### config.mk
export PLATFORM = sky130hd
export DESIGN_NAME = lsu_mem_ctrl_flat
export DESIGN_NICKNAME = d
export VERILOG_FILES = /design/src/rtl/lsu_mem_ctrl_if.sv /design/src/rtl/lsu_mem_ctrl.sv /design/src/flat_wrapper.sv
export SDC_FILE = /design/constraint.sdc
export NUM_CORES = 1
export LEC_CHECK = 0
export CAP_MARGIN = 20
export CORE_AREA = 2 2 152 154
export CTS_BUF_LIST = sky130_fd_sc_hd__clkbuf_2
export DETAILED_ROUTE_END_ITERATION = 6
export DIE_AREA = 0 0 154 156
export PLACE_DENSITY = 0.93
export SYNTH_ARGS = -nofsm -noshare
export SYNTH_HDL_FRONTEND = slang
export SYNTH_SLANG_ARGS = --single-unit
### constraint.sdc
create_clock -name clk -period 5 [get_ports clk]
set_clock_uncertainty 0.15 [all_clocks]
set_input_delay 1.25 -clock clk [delete_from_list [all_inputs] [get_ports clk]]
set_output_delay 1.25 -clock clk [all_outputs]
set_load 0.05 [all_outputs]
### src/rtl/lsu_mem_ctrl_if.sv
// Bundles the request/response handshake and the single-port RAM bus of the load/store sequencer.
// The slave modport is the controller; the master modport is the MEM stage plus the RAM.
interface lsu_mem_ctrl_if #(
  parameter int ADDR_W = 64
);
  logic              req_valid;
  logic              req_ready;
  logic              req_we;
  logic [2:0]        req_funct3;
  logic [ADDR_W-1:0] req_addr;
  logic [63:0]       req_wdata;
  logic              rsp_valid;
  logic [63:0]       rsp_rdata;
  logic              rsp_err;
  logic              mem_we;
  logic [ADDR_W-1:0] mem_addr;
  logic [63:0]       mem_wd;
  logic [63:0]       mem_rd;

  modport slave (
    input  req_valid, req_we, req_funct3, req_addr, req_wdata, mem_rd,
    output req_ready, rsp_valid, rsp_rdata, rsp_err, mem_we, mem_addr, mem_wd
  );

  modport master (
    output req_valid, req_we, req_funct3, req_addr, req_wdata, mem_rd,
    input  req_ready, rsp_valid, rsp_rdata, rsp_err, mem_we, mem_addr, mem_wd
  );
endinterface

### src/rtl/lsu_mem_ctrl.sv
// RV64I load/store sequencer in front of a 64-bit single-port synchronous RAM.
// Sub-doubleword stores use read-modify-write; misaligned/illegal requests never touch the RAM.
module lsu_mem_ctrl #(
  parameter int ADDR_W = 64,
  parameter int IDX_HI = 12
) (
  input logic          clk,
  input logic          rst_n,
  lsu_mem_ctrl_if.slave bus
);

  typedef enum logic [1:0] {
    IDLE     = 2'd0,
    LD_WAIT  = 2'd1,
    ST_MERGE = 2'd2
  } state_t;

  state_t            r_state, w_state_nxt;
  logic [ADDR_W-1:0] r_addr;
  logic [2:0]        r_funct3;
  logic [31:0]       r_wdata;
  logic              r_rsp_valid;
  logic              r_rsp_err;
  logic [63:0]       r_rdata;

  logic              w_ready;
  logic              w_accept;
  logic              w_illegal;
  logic              w_misal;
  logic              w_err;
  logic              w_is_sd;
  logic              w_mem_we;
  logic [63:0]       w_mem_wd;
  logic [ADDR_W-1:0] w_addr_src;

  function automatic logic [63:0] extract_lane(input logic [63:0] rd, input logic [2:0] f3,
                                               input logic [2:0] lane);
    logic [63:0] sh;
    sh = rd >> {lane, 3'b000};
    case (f3)
      3'b000:  return {{56{sh[7]}},  sh[7:0]};
      3'b001:  return {{48{sh[15]}}, sh[15:0]};
      3'b010:  return {{32{sh[31]}}, sh[31:0]};
      3'b100:  return {56'd0, sh[7:0]};
      3'b101:  return {48'd0, sh[15:0]};
      3'b110:  return {32'd0, sh[31:0]};
      default: return sh;
    endcase
  endfunction

  function automatic logic [63:0] merge_lane(input logic [63:0] old, input logic [31:0] wd,
                                             input logic [1:0] sz, input logic [2:0] lane);
    logic [63:0] mask;
    logic [63:0] data;
    case (sz)
      2'b00:   mask = 64'h0000_0000_0000_00FF;
      2'b01:   mask = 64'h0000_0000_0000_FFFF;
      default: mask = 64'h0000_0000_FFFF_FFFF;
    endcase
    mask = mask << {lane, 3'b000};
    data = {32'd0, wd} << {lane, 3'b000};
    return (old & ~mask) | (data & mask);
  endfunction

  assign w_ready  = (r_state == IDLE) && rst_n;
  assign w_accept = bus.req_valid && w_ready;
  assign w_is_sd  = bus.req_we && (bus.req_funct3 == 3'b011);

  assign w_illegal = bus.req_we ? bus.req_funct3[2] : (bus.req_funct3 == 3'b111);
  always_comb begin
    w_misal = 1'b0;
    case (bus.req_funct3[1:0])
      2'b01:   w_misal = bus.req_addr[0];
      2'b10:   w_misal = |bus.req_addr[1:0];
      2'b11:   w_misal = |bus.req_addr[2:0];
      default: w_misal = 1'b0;
    endcase
  end
  assign w_err = w_illegal || w_misal;

  // Alias bits above the RAM index are passed through untouched.
  assign w_addr_src   = (r_state == IDLE) ? bus.req_addr : r_addr;
  assign bus.mem_addr = {w_addr_src[ADDR_W-1:IDX_HI+1], w_addr_src[IDX_HI:0]};

  always_comb begin
    w_state_nxt = r_state;
    w_mem_we    = 1'b0;
    w_mem_wd    = 64'd0;
    case (r_state)
      IDLE: begin
        if (w_accept && !w_err) begin
          if (w_is_sd) begin
            w_mem_we = 1'b1;
            w_mem_wd = bus.req_wdata;
          end else if (bus.req_we) begin
            w_state_nxt = ST_MERGE;
          end else begin
            w_state_nxt = LD_WAIT;
          end
        end
      end
      LD_WAIT: w_state_nxt = IDLE;
      ST_MERGE: begin
        w_mem_we    = 1'b1;
        w_mem_wd    = merge_lane(bus.mem_rd, r_wdata, r_funct3[1:0], r_addr[2:0]);
        w_state_nxt = IDLE;
      end
      default: w_state_nxt = IDLE;
    endcase
  end

  // Reset held low must silence the RAM even mid-merge.
  assign bus.mem_we    = w_mem_we && rst_n;
  assign bus.mem_wd    = rst_n ? w_mem_wd : 64'd0;
  assign bus.req_ready = w_ready;
  assign bus.rsp_valid = r_rsp_valid;
  assign bus.rsp_err   = r_rsp_err;
  assign bus.rsp_rdata = r_rdata;

  always_ff @(posedge clk or negedge rst_n) begin
    if (!rst_n) begin
      r_state     <= IDLE;
      r_addr      <= '0;
      r_funct3    <= 3'd0;
      r_wdata     <= 32'd0;
      r_rsp_valid <= 1'b0;
      r_rsp_err   <= 1'b0;
      r_rdata     <= 64'd0;
    end else begin
      r_state     <= w_state_nxt;
      r_rsp_valid <= (w_accept && (w_err || w_is_sd)) || (r_state != IDLE);
      r_rsp_err   <= w_accept && w_err;
      if (w_accept) begin
        r_addr   <= bus.req_addr;
        r_funct3 <= bus.req_funct3;
        r_wdata  <= bus.req_wdata[31:0];
      end
      if (r_state == LD_WAIT) begin
        r_rdata <= extract_lane(bus.mem_rd, r_funct3, r_addr[2:0]);
      end
    end
  end

endmodule

### src/flat_wrapper.sv
// flat-port wrapper written by rule: the top's interface ports become plain ports
module lsu_mem_ctrl_flat 
#(
  parameter int ADDR_W = 64,
  parameter int IDX_HI = 12
)
  (clk, rst_n, bus_req_valid, bus_req_we, bus_req_funct3, bus_req_addr, bus_req_wdata, bus_mem_rd, bus_req_ready, bus_rsp_valid, bus_rsp_rdata, bus_rsp_err, bus_mem_we, bus_mem_addr, bus_mem_wd);
  lsu_mem_ctrl_if #(.ADDR_W(ADDR_W)) bus_i ();
  input logic clk;
  input logic rst_n;
  input wire logic [$bits(bus_i.req_valid)-1:0] bus_req_valid;
  input wire logic [$bits(bus_i.req_we)-1:0] bus_req_we;
  input wire logic [$bits(bus_i.req_funct3)-1:0] bus_req_funct3;
  input wire logic [$bits(bus_i.req_addr)-1:0] bus_req_addr;
  input wire logic [$bits(bus_i.req_wdata)-1:0] bus_req_wdata;
  input wire logic [$bits(bus_i.mem_rd)-1:0] bus_mem_rd;
  output wire logic [$bits(bus_i.req_ready)-1:0] bus_req_ready;
  output wire logic [$bits(bus_i.rsp_valid)-1:0] bus_rsp_valid;
  output wire logic [$bits(bus_i.rsp_rdata)-1:0] bus_rsp_rdata;
  output wire logic [$bits(bus_i.rsp_err)-1:0] bus_rsp_err;
  output wire logic [$bits(bus_i.mem_we)-1:0] bus_mem_we;
  output wire logic [$bits(bus_i.mem_addr)-1:0] bus_mem_addr;
  output wire logic [$bits(bus_i.mem_wd)-1:0] bus_mem_wd;
  assign bus_i.req_valid = bus_req_valid;
  assign bus_i.req_we = bus_req_we;
  assign bus_i.req_funct3 = bus_req_funct3;
  assign bus_i.req_addr = bus_req_addr;
  assign bus_i.req_wdata = bus_req_wdata;
  assign bus_i.mem_rd = bus_mem_rd;
  assign bus_req_ready = bus_i.req_ready;
  assign bus_rsp_valid = bus_i.rsp_valid;
  assign bus_rsp_rdata = bus_i.rsp_rdata;
  assign bus_rsp_err = bus_i.rsp_err;
  assign bus_mem_we = bus_i.mem_we;
  assign bus_mem_addr = bus_i.mem_addr;
  assign bus_mem_wd = bus_i.mem_wd;
  lsu_mem_ctrl #(.ADDR_W(ADDR_W), .IDX_HI(IDX_HI)) u_core (.clk(clk), .rst_n(rst_n), .bus(bus_i));
endmodule
==> results of run 1 <==
==> layout by cell type, fill, tap and decap left out, types with 30 or more instances in the layout <==
master and instances:
sky130_fd_sc_hd__buf_12 69, sky130_fd_sc_hd__mux2i_1 94, sky130_fd_sc_hd__mux2_2 90, sky130_fd_sc_hd__a21oi_1 47, sky130_fd_sc_hd__nand2_1 402, sky130_fd_sc_hd__nor2_1 117, sky130_fd_sc_hd__a22oi_1 39, sky130_fd_sc_hd__clkdlybuf4s50_1 326
sky130_fd_sc_hd__buf_4 31, sky130_fd_sc_hd__dfrtp_1 164, sky130_fd_sc_hd__o21ai_0 42, sky130_fd_sc_hd__a31oi_2 30
==> path summary, 6_finish.rpt <==
check	depth (start not counted)	to	startpoint	slack [ns]
worst max-delay path	7	bus_mem_wd[62]	u_core.r_addr[2]$_DFFE_PN0P_	0.15
worst min-delay path	1	u_core.bus.rsp_rdata[4]$_DFFE_PN0N_	rst_n	0.09
worst max register to register	7	u_core.bus.rsp_rdata[49]$_DFFE_PN0N_	u_core.r_addr[0]$_DFFE_PN0P_	1.89
worst min register to register	2	u_core.r_addr[32]$_DFFE_PN0P_	u_core.r_addr[32]$_DFFE_PN0P_	0.37
max in group asynchronous	2	u_core.r_wdata[21]$_DFFE_PN0P_	rst_n	3.39
min in group clk	2	u_core.r_addr[32]$_DFFE_PN0P_	u_core.r_addr[32]$_DFFE_PN0P_	0.37
==> state kept, by name (all words and copies together), names as in the netlist <==
register              count
u_core.r_funct3           3
u_core.bus.rsp_rdata     64
u_core.bus.rsp_valid      1
u_core.bus.rsp_err        1
u_core.r_state            2
u_core.r_addr            64
u_core.r_wdata           32
==> per-stage QoR <==
step                      util [%]  instances  hold slack, ns  total power (µW)
after floorplan                  -       1351           0.292              3880
after global placement        71.7       1947           0.303              4940
after detailed placement      71.7       1947           0.309              5010
after CTS                     73.0       1980          0.0507              5810
after global routing          73.1       1984          0.0330              6080
final                         73.1       1986          0.0926              5850
==> what timing repair did <==
item / CTS / global route
hold buffers: 0 / 0
gates cloned: 0 / 0
hold endpoints to repair: 0 / 0
gates resized for setup: 1 / 0
endpoints found under the setup margin: 3 / 2
buffers inserted: 1 / 1
==> power by group <==
| part | internal (µW) | total, µW | switching, µW |
|---|---|---|---|
| Clock | 176 | 808 | 632 |
| Combinational | 1140 | 3120 | 1980 |
| Sequential | 1670 | 1930 | 259 |
| Total | 2990 | 5850 | 2870 |
==> cell families (layout without fill, tap and decap cells) <==
logic type,count (synthesis),in the layout,synth area share (%)
compound gates,264,264,17.4
buf+inv,133,478,5.09
flops,167,167,37.0
mux,192,192,18.9
other cells,0,5,0
simple gates,595,595,21.5
==> area by class of cell <==
cell class,instances,area share [%]
flip-flops and latches,167,25.6
diodes,5,0.0765
clock buffers,17,0.520
multi-input cells,1051,40.2
well taps,285,2.18
clock inverters,15,1.07
inverters,18,0.413
repair buffers,428,30.0
==> per-layer routing <==
layer	vias up	GRT usage (%)
met5	-	0
met4	2	19.4
met3	169	11.2
met2	841	63.2
met1	5842	49.4
li1	5362	-
==> impl.org, run 1 <==
** Status
- The flow ran to the end, and the final reports show no timing, DRC or antenna violations.

** Floorplan
- Horizontal die dimension :: 154 µm
- Height of the die :: about 160 µm
- The floorplan has 55 rows.
- The total area inside the core boundary comes to roughly 22,000 µm².
- Effective utilization at floorplan :: 50.4%
- I/O pin count :: 395
- The die covers approximately 24,000 µm².

** Logic synthesis
- Part of the Yosys area used for sequential elements :: between 30% and 40%
- Count of different cell masters after synthesis :: 50
- Async set-or-reset flop fraction in the synthesized netlist :: between 90% and 100%
- sky130_fd_sc_hd__dfrtp_1 takes more of the synthesized area than any other cell.
- Most common library cells after synthesis :: sky130_fd_sc_hd__nand2_1 (402), sky130_fd_sc_hd__dfrtp_1 (167), sky130_fd_sc_hd__nor2_1 (118)
- By instance count, the leading cell after synthesis is sky130_fd_sc_hd__nand2_1.
- The synthesized design devotes to its leading area cell type roughly 37% of total area.
- Cell Area, Synth :: between 10,000 and 15,000 µm²
- After synthesis the netlist holds a flip-flop and latch count of between 150 and 200.
- Top_reg_cell synth :: sky130_fd_sc_hd__dfrtp_1
- Count of flip-flops with a built-in enable after synthesis :: 0
- For this run, the number of Yosys warnings is 0.
- The number of nets in the synthesized netlist is 1,550.
- Synthesis produced between 1k and 1.5k cells.
- Cell types with the largest area share after synthesis :: sky130_fd_sc_hd__dfrtp_1 (37%), sky130_fd_sc_hd__nand2_1 (13%), sky130_fd_sc_hd__mux2_2 (9.0%)
- Mean Syn Cell Area :: roughly 8.3 µm²

** Finish
- Share of final-layout standard cells stronger than drive strength 1 :: around 17%
- Across the whole layout, storage elements account for 4190 µm².
- Final net count :: between 1.5k and 2k
- Once layout is done, the placed cells without fillers occupy 16,400 µm².
- Compared with the post-synthesis result, the final layout area differs by 45.0%.
- After filler insertion, the fill cell instance count of the layout stands at about 1.6k.
- In the final layout, the multi-input gates occupy 6570 µm².

** Global route
- Largest net degree at the start of global routing :: 101
- The initial antenna violation count came to 5.
- The first global-routing pass estimated 72,200 µm of wire.
- Number of global-route vias before repair :: roughly 12k
- Global routing used 39.5% of the available tracks.
- Total global routing overflow :: 0

** Drt
- Highest Signal Layer :: met5
- Using the TritonRoute via totals, the vias-per-cell ratio works out to between 6 and 7.
- Post-Route M1 WL :: 18,300 µm
- Routed Antenna Nets :: 0
- # DRC :: 0
- The final layout contains routed wiring with a total length of about 50,000 µm.
- Avg WL per Cell :: approximately 25 µm
- Number of vias after detailed routing :: roughly 12k
- Summed over all nets, wire length on met3 after detailed routing comes to 5210 µm.
- Detailed routing placed a total of 22,700 µm of wire on met2.
- The first detailed-routing pass ran for 6 iterations.
- The detailed router finished its first iteration with between 1.5k and 2k violations.

** Clock network
- TritonCTS clock tree :: built
- The root buffer cell chosen for the clock tree is sky130_fd_sc_hd__clkbuf_2.
- Number of buffers created by CTS :: 17
- Clock transition time at the flip-flop clock pins of the worst setup and hold paths :: approximately 0.33 ns
- No sink is reached through more buffers than the 2 on the longest clock path.
- For the worst-skew pair, the clock arrives at the later sink with an insertion delay of 0.78 ns.
- The tree built by TritonCTS fans out to 167 sinks.
- Total number of H-tree levels :: 4

** Placed design
- HPWL Detailed :: around 37,000 µm
- Routability Congestion :: ~0.99
- In this run the tool buffered the top-level ports with around 400 buffer cells.
- Worst slack at placement :: about 0.22 ns
- In this run the cell area measured after placement is between 15,000 and 20,000 µm².

** Worst setup path
- Arrival time of the worst setup path :: roughly 3.5 ns
- Critical path's slowest cell :: sky130_fd_sc_hd__dfrtp_2
- The worst setup path is of the flip-flop to primary output kind.
- Largest incremental delay on the critical path :: just under 0.8 ns
- By instance count, the cell type seen most on the critical path is sky130_fd_sc_hd__buf_4.
- The signal on the critical path passes through buf_4 -> a21boi_0 -> buf_4 -> mux2i_1 -> a22oi_1 -> nor2_1 -> buf_12.
- The critical path contains buffers and inverters numbering 3 combined.
- Data required time at the worst endpoint :: 3.60 ns
- In this run the worst path has a maximum fanout of 30.
- The worst setup path is captured at a primary output.
- STA classifies the critical path startpoint as a flip-flop.
- Crit-path leading delay family :: buffers and inverters

** STA
- Measured against its own limit, the worst slew margin works out to 25.0%.
- Setup violators final :: 0
- The clock period could shrink to approximately 4.9 ns.
- The max-slew violation total from the final report was 0.
- For the pin with the worst max-slew slack, the measured transition is 1.12 ns.
- Timing would allow up to ~210 MHz.
- Post-route fraction of the period consumed by the critical path :: between 90% and 100%
- Min setup slack post-route :: roughly 0.15 ns
- Summed over all failing endpoints, the final setup total negative slack is 0 ns.
- Setup repair after global routing left no endpoint under its margin.
- The number of endpoints with negative hold slack in the final report is 0.

** Job
- The tool flagged a number of max-cap violations equal to 0.

** Power
- Summed over all cells, the static leakage comes to 0.00681 µW.
- Power density normalized to cell area :: 358 nW/µm²
- VDD IR-drop max :: 0.247 mV

** Min path
- Worst min-delay path category :: input port to asynchronous set/reset pin
Power figures use the tool's default switching activity.
==> run 2: changes to the inputs <==
Settings changed: CELL_PAD_IN_SITES_DETAIL_PLACEMENT set to 0, CELL_PAD_IN_SITES_GLOBAL_PLACEMENT set to 1, CORE_AREA 2 2 152 154 to not set, CORE_UTILIZATION set to 37, CTS_CLUSTER_SIZE set to 12, DIE_AREA 0 0 154 156 to not set, PLACE_DENSITY 0.93 to 0.94.
==> impl.org, run 2 (same netlist as run 1, synthesis figures left out) <==
** Finish
- Share of final-layout standard cells stronger than drive strength 1 :: 16.7% (+0.17 points)
- The area growth from synthesis to layout is 46.3%.
- The top cell types in the final layout, fill and taps aside, are sky130_fd_sc_hd__nand2_1 (402), sky130_fd_sc_hd__clkdlybuf4s50_1 (326), sky130_fd_sc_hd__dfrtp_1 (164).
- Number of non-filler instances in the completed layout :: 2,092 (+5.3%)
- The count of fill cells added during filler insertion came to 2,694 (+70%).
- The net total in the final layout was 1,883 (+0.053%).
- Most common library cell in the layout ignoring fill and taps :: sky130_fd_sc_hd__nand2_1

** Placed design
- Routability Congestion :: 0.975 (-1.5%)
- The number of placed cells counting well taps is 2,054 (+5.5%).
- Worst slack at placement :: 0.256 ns (+0.0316 ns)
- The count of input and output buffers is 394 (unchanged).
- HPWL Detailed :: 37,200 µm (+0.99%)

** Worst setup path
- Crit-path leading delay family :: simple AND/OR/NAND/NOR gates
- Buffer and inverter count on the worst path :: 2 (-1)
- In this design, the critical path's most frequently occurring cell is sky130_fd_sc_hd__a21oi_1.
- Cells traversed along the worst timing path :: buf_4 -> nor3_1 -> nand2_1 -> a21oi_1 -> a21oi_1 -> nor2_1 -> buf_12
- The critical path arrival is 3.42 ns (-0.03 ns).
- Critical path's slowest cell :: sky130_fd_sc_hd__nor3_1
- Maximum fanout encountered on the critical timing path :: 21 (-30%)
- The maximum single-stage delay on the critical path came to 0.83 ns (+0.04 ns).
- Data required time at the worst endpoint :: 3.60 ns (about the same)
- The critical path is of the flip-flop to primary output type.
- The reg2reg setup slack was 1.13 ns (-0.76 ns).
- The worst setup path is captured at a primary output.
- Critical Path Start Type :: flip-flop

** Floorplan
- Height of the die :: 177 µm (+13%)
- The I/O pin total came to 395 (unchanged).
- The number of cell rows is 63 (+15%).
- The die span in x was 177 µm (+15%).
- The area enclosed by the die boundary is 31,200 µm² (+30%).
- The area of the core is 29,800 µm² (+33%).
- The starting density of the core is 37.9% (-13 points).

** Drt
- The DRC marker count from the first detailed-route iteration is 1,225 (-21%).
- The detail-routed via count per cell is 5.71 (-7.2%).
- The via count is 11.9k (-2.3%).
- Detailed Route WL :: 49,100 µm (+0.60%)
- Length of the first detailed-routing pass in iterations :: 6 (unchanged)
- Routed Antenna Nets :: 0 (unchanged)
- # DRC :: 0 (unchanged)
- The routed length per placed instance came to 23.5 µm (-4.5%).

** STA
- Period minus WS final :: 4.82 ns (-0.0272 ns)
- Fin Hold WS :: 0.362 ns (+0.270 ns)
- Maximum frequency from static timing analysis :: 207 MHz (+0.56%)
- Min setup slack post-route :: 0.176 ns (+0.0272 ns)
- Setup repair after global routing missed its margin :: false
- Worst-Margin Slew :: 1.17 ns (+0.0408 ns)
- The max-slew headroom at the worst pin is 22.3% (-2.7 points).
- Final hold viol count :: 0 (unchanged)
- Setup violators final :: 0 (unchanged)
- The max-slew violation total from the final report came to 0 (unchanged).
- The part of the cycle the worst path needs came to 96.5% (-0.54 points).
- The sum of negative setup slack is 0 ns (unchanged).

** Clock network
- Number of sinks handled by clock tree synthesis :: 167 (unchanged)
- Root Buffer Master :: sky130_fd_sc_hd__clkbuf_2
- Total number of H-tree levels :: 4 (unchanged)
- Clock transition time at the flip-flop clock pins of the worst setup and hold paths :: 0.25 ns (-0.08 ns)
- Worst-Skew Late Latency :: 0.80 ns (+0.02 ns)
- TritonCTS built the clock tree.
- The number of clock buffers inserted by TritonCTS came to 17 (unchanged).
- Buffer depth of the longest clock path :: 2 (unchanged)

** Global route
- The initial antenna violation count is 5 (unchanged).
- The maximum number of pins on one net before global-route repair came to 101 (unchanged).
- Total global routing overflow :: 0 (unchanged)
- The global-route wire length before repair was 71,700 µm (-0.61%).
- Number of global-route vias before repair :: 11.4k (-5.3%)
- Total Routing Usage GR :: 30.8% (-8.7 points)

** Min path
- Worst min-delay path category :: flip-flop to flip-flop

** Power
- Cell leakage power :: 0.00682 µW (+0.21%)
- The largest vdd supply drop is 0.163 mV (-34%).
- Power density normalized to cell area :: 357 nW/µm² (-0.29%)

** Job
- The number of max-capacitance violations reported came to 0 (unchanged).

** Status
- The flow ran to the end, and the final reports show no timing, DRC or antenna violations.
[run 2: cell count changes in the layout (fill, tap and decap cells not counted), moves of 2 or more]
cell / previous run / this run
sky130_fd_sc_hd__inv_6: 2 / 6
sky130_fd_sc_hd__inv_8: 6 / 4
sky130_fd_sc_hd__clkinv_8: 4 / 0
sky130_fd_sc_hd__nor2b_1: 14 / 12
sky130_fd_sc_hd__nor2b_2: 1 / 3
sky130_fd_sc_hd__bufinv_16: 0 / 2
[run 2: area by class of cell]
type | count | area (µm²) | area share (%)
timing repair buffer | 429 | 4910 | 29.7
tap | 390 | 488 | 2.96
clock buffer | 17 | 85.1 | 0.515
antenna | 5 | 12.5 | 0.0758
clock inverter | 15 | 179 | 1.08
sequential | 167 | 4190 | 25.4
multi-input combinational | 1051 | 6580 | 39.9
inverter | 18 | 67.6 | 0.409
[run 2: power by group]
part | internal (µW) | switching (µW) | total, µW
combinational | 1140 | 1960 | 3100
sequential | 1670 | 273 | 1940
clock | 256 | 591 | 846
total | 3060 | 2830 | 5890
[run 2: worst paths after layout]
path | from | end | cells past startpoint
worst max-delay path | u_core.r_addr[2]$_DFFE_PN0P_ | bus_mem_wd[5] | 7
worst min-delay path | u_core.r_addr[22]$_DFFE_PN0P_ | u_core.r_addr[22]$_DFFE_PN0P_ | 2
worst max register to register | u_core.r_addr[0]$_DFFE_PN0P_ | u_core.bus.rsp_rdata[39]$_DFFE_PN0N_ | 7
worst min register to register | u_core.r_addr[22]$_DFFE_PN0P_ | u_core.r_addr[22]$_DFFE_PN0P_ | 2
max in group asynchronous | rst_n | u_core.r_addr[0]$_DFFE_PN0P_ | 3
min in group asynchronous | rst_n | u_core.bus.rsp_rdata[56]$_DFFE_PN0N_ | 2
[run 2: timing repair]
item,4_1_cts,5_1_grt
setup buffers,0,0
hold buffers,0,1
hold endpoints to repair,0,4
setup endpoints to repair,0,11
gates resized for setup,0,4
[run 2: worst min-delay path: cells and delay by family, from the launching register on]
family           cells  cell delay [ns]
DFF                  1             0.40
and+or+nand+nor      2             0.10
[run 2: routing by layer]
metal  share of wire [%]  global-route usage [%]  vias to the layer above
met5               0.057                       0                        -
met4                 3.4                    11.2                        4
met3                 9.6                    7.28                       97
met2                  47                    50.2                      707
met1                  40                    39.6                     5768
li1                    -                       -                     5365
[run 2: metrics by stage]
step	power (µW)	area [µm²]	util [%]
floorplan	3880	11300	-
CTS	5870	16500	55.3
detailed placement	5040	16200	54.4
global route	6140	16500	55.4
global placement	4990	16200	54.4
finish	5890	16500	55.4
==> run 3: changes to the inputs <==
Settings changed: SLEW_MARGIN set to 20.
==> impl.org, run 3 (same netlist as run 1, synthesis figures left out) <==
** Floorplan
- The die outline height came to 177 µm (unchanged).
- The I/O pin total was 395 (unchanged).
- Horizontal die dimension :: 177 µm (unchanged)
- Die Area :: 31,200 µm² (unchanged)
- Area of the core :: 29,800 µm² (unchanged)
- Row count :: 63 (unchanged)
- The starting density of the core was 37.9% (unchanged).

** STA
- The max-slew violation total from the final report was 0 (unchanged).
- Maximum frequency from static timing analysis :: 207 MHz (-0.37%)
- Final hold viol count :: 0 (unchanged)
- Worst-Margin Slew :: 1.04 ns (-0.128 ns)
- Fin Hold WS :: 0.362 ns (+0.000176 ns)
- The sum of negative setup slack was 0 ns (unchanged).
- Setup repair after global routing missed its margin :: false
- Post-route fraction of the period consumed by the critical path :: 96.8% (+0.36 points)
- Tightest slew margin relative to the limit :: 30.3% (+8.0 points)
- The minimum clock period came to 4.84 ns (+0.0180 ns).
- Setup violators final :: 0 (unchanged)

** Clock network
- Root Buffer Master :: sky130_fd_sc_hd__clkbuf_2
- Number of buffers created by CTS :: 17 (unchanged)
- Clock transition time at the flip-flop clock pins of the worst setup and hold paths :: 0.25 ns (about the same)
- The number of clock sinks is 167 (unchanged).
- Total number of H-tree levels :: 4 (unchanged)
- The deepest clock path buffer count is 2 (unchanged).
- TritonCTS built the clock tree.
- The clock network latency to the later pin of the worst-skew pair is 0.80 ns (about the same).

** Status
- The run finished with clean final reports.

** Worst setup path
- Most common cell type on the critical path :: sky130_fd_sc_hd__a21oi_1
- The reg2reg setup slack is 1.11 ns (-0.02 ns).
- Critical Path Start Type :: flip-flop
- WS Path Type :: flip-flop to primary output
- Critical path's slowest cell :: sky130_fd_sc_hd__nor3_1
- Largest incremental delay on the critical path :: 0.86 ns (+0.03 ns)
- The largest fanout on the critical path was 21 (unchanged).
- STA classifies the critical path endpoint as a primary output.
- Cells traversed along the worst timing path :: buf_4 -> nor3_1 -> nand2_1 -> a21oi_1 -> a21oi_1 -> nor2_1 -> buf_12
- The required time at the worst-slack endpoint was 3.60 ns (about the same).
- The critical path arrival is 3.44 ns (+0.02 ns).

** Drt
- The detailed-route DRC error count was 0 (unchanged).
- Routed Antenna Nets :: 0 (unchanged)
- The routed length per placed instance is 23.5 µm (about the same).
- Number of design-rule violations left by the first detailed-router iteration :: 1,214 (-0.90%)
- The detail-routed via count per cell was 5.70 (-0.12%).
- Number of vias after detailed routing :: 11.9k (-0.12%)
- The wire length after detailed routing was 49,100 µm (about the same).
- The iteration count of the initial detailed-routing pass was 5 (-1).

** Power
- Total power draw :: 5900 µW (+0.13%)
- Power density normalized to cell area :: 357 nW/µm² (about the same)
- The largest vdd supply drop came to 0.163 mV (about the same).
- Cell leakage power :: 0.00683 µW (+0.20%)

** Placed design
- The half-perimeter wire length of the detailed placement result came to 37,200 µm (unchanged).
- Port buffer count :: 394 (unchanged)
- The weighted congestion reported at the end of routability-driven placement came to 0.975 (unchanged).

** Global route
- The via count of the first global-routing pass was 11.4k (unchanged).
- The maximum number of pins on one net before global-route repair came to 101 (unchanged).
- Number of antenna violations at the first check in global routing :: 5 (unchanged)
- The global-route wire length before repair is 71,700 µm (unchanged).
- The overall overflow remaining after global route is 0 (unchanged).
- Total Routing Usage GR :: 30.8% (unchanged)

** Min path
- Worst min-delay path category :: flip-flop to flip-flop

** Job
- Number of max-cap violations :: 0 (unchanged)

** Finish
- Most common library cell in the layout ignoring fill and taps :: sky130_fd_sc_hd__nand2_1
- Synthesis-to-layout area growth :: 46.6%
- Commonest cells after routing, fill and taps aside :: sky130_fd_sc_hd__nand2_1 (402), sky130_fd_sc_hd__clkdlybuf4s50_1 (326), sky130_fd_sc_hd__dfrtp_1 (164)
- The net total in the final layout is 1,884 (+0.053%).
- The share of post-route cells with drive strength above 1 was 16.7% (+0.049 points).
==> run 3: changes by cell type in the layout (fill, tap and decap cells not counted), sizes merged <==
| cell | before | now |
|---|---|---|
| diode | 5 | 4 |
| buf | 102 | 103 |
==> run 3: worst paths after layout <==
path / start / to / cells past startpoint
hold reg to reg: u_core.r_addr[22]$_DFFE_PN0P_ / u_core.r_addr[22]$_DFFE_PN0P_ / 2
setup reg to reg: u_core.r_addr[0]$_DFFE_PN0P_ / u_core.bus.rsp_rdata[39]$_DFFE_PN0N_ / 7
min in group asynchronous: rst_n / u_core.bus.rsp_rdata[56]$_DFFE_PN0N_ / 2
max in group asynchronous: rst_n / u_core.r_addr[0]$_DFFE_PN0P_ / 3
hold / removal: u_core.r_addr[22]$_DFFE_PN0P_ / u_core.r_addr[22]$_DFFE_PN0P_ / 2
setup / recovery: u_core.r_addr[2]$_DFFE_PN0P_ / bus_mem_wd[5] / 7
==> run 3: layout make-up <==
class,instances,area [µm²]
fillers,2691,13300
multi-input cells,1051,6580
repair buffers,430,4930
flip-flops and latches,167,4190
well taps,390,488
clock inverters,15,179
clock buffers,17,85.1
inverters,18,67.6
diodes,4,10.0
==> run 3: power breakdown <==
group / switching, µW / leakage [µW] / internal [µW]
Sequential: 273 / 0.00198 / 1670
Combinational: 1970 / 0.00470 / 1140
Clock: 593 / 0.000158 / 256
Total: 2830 / 0.00683 / 3070
==> run 3: metrics by stage <==
step                area, µm²  setup slack, ns  utilization (%)  cells
floorplan               11300            0.421                -   1351
global placement        16200            0.328             54.4   2054
detailed placement      16200            0.256             54.4   2054
global route            16500           0.0253             55.5   2090
CTS                     16500           0.0694             55.3   2086
finish                  16500            0.158             55.5   2092
==> run 3: critical path, delay by kind of cell, from the launching register on <==
| family | cells | cell delay, ns |
|---|---|---|
| flops | 1 | 0.63 |
| compound gates | 2 | 0.40 |
| simple gates | 3 | 1.18 |
| buf+inv | 2 | 0.46 |
==> run 3: timing repair <==
action,in CTS,in global routing
endpoints found under the setup margin,0,11
hold endpoints to repair,0,4
setup buffers,0,0
hold buffers,0,1
gates resized for setup,0,4
==> run 3: routing by layer <==
| metal | vias to the layer above | track usage, % | share of wire (%) |
|---|---|---|---|
| li1 | 5370 | - | - |
| met1 | 5735 | 39.6 | 40 |
| met2 | 712 | 50.2 | 47 |
| met3 | 106 | 7.28 | 9.6 |
| met4 | 4 | 11.2 | 3.4 |
| met5 | - | 0 | 0.057 |
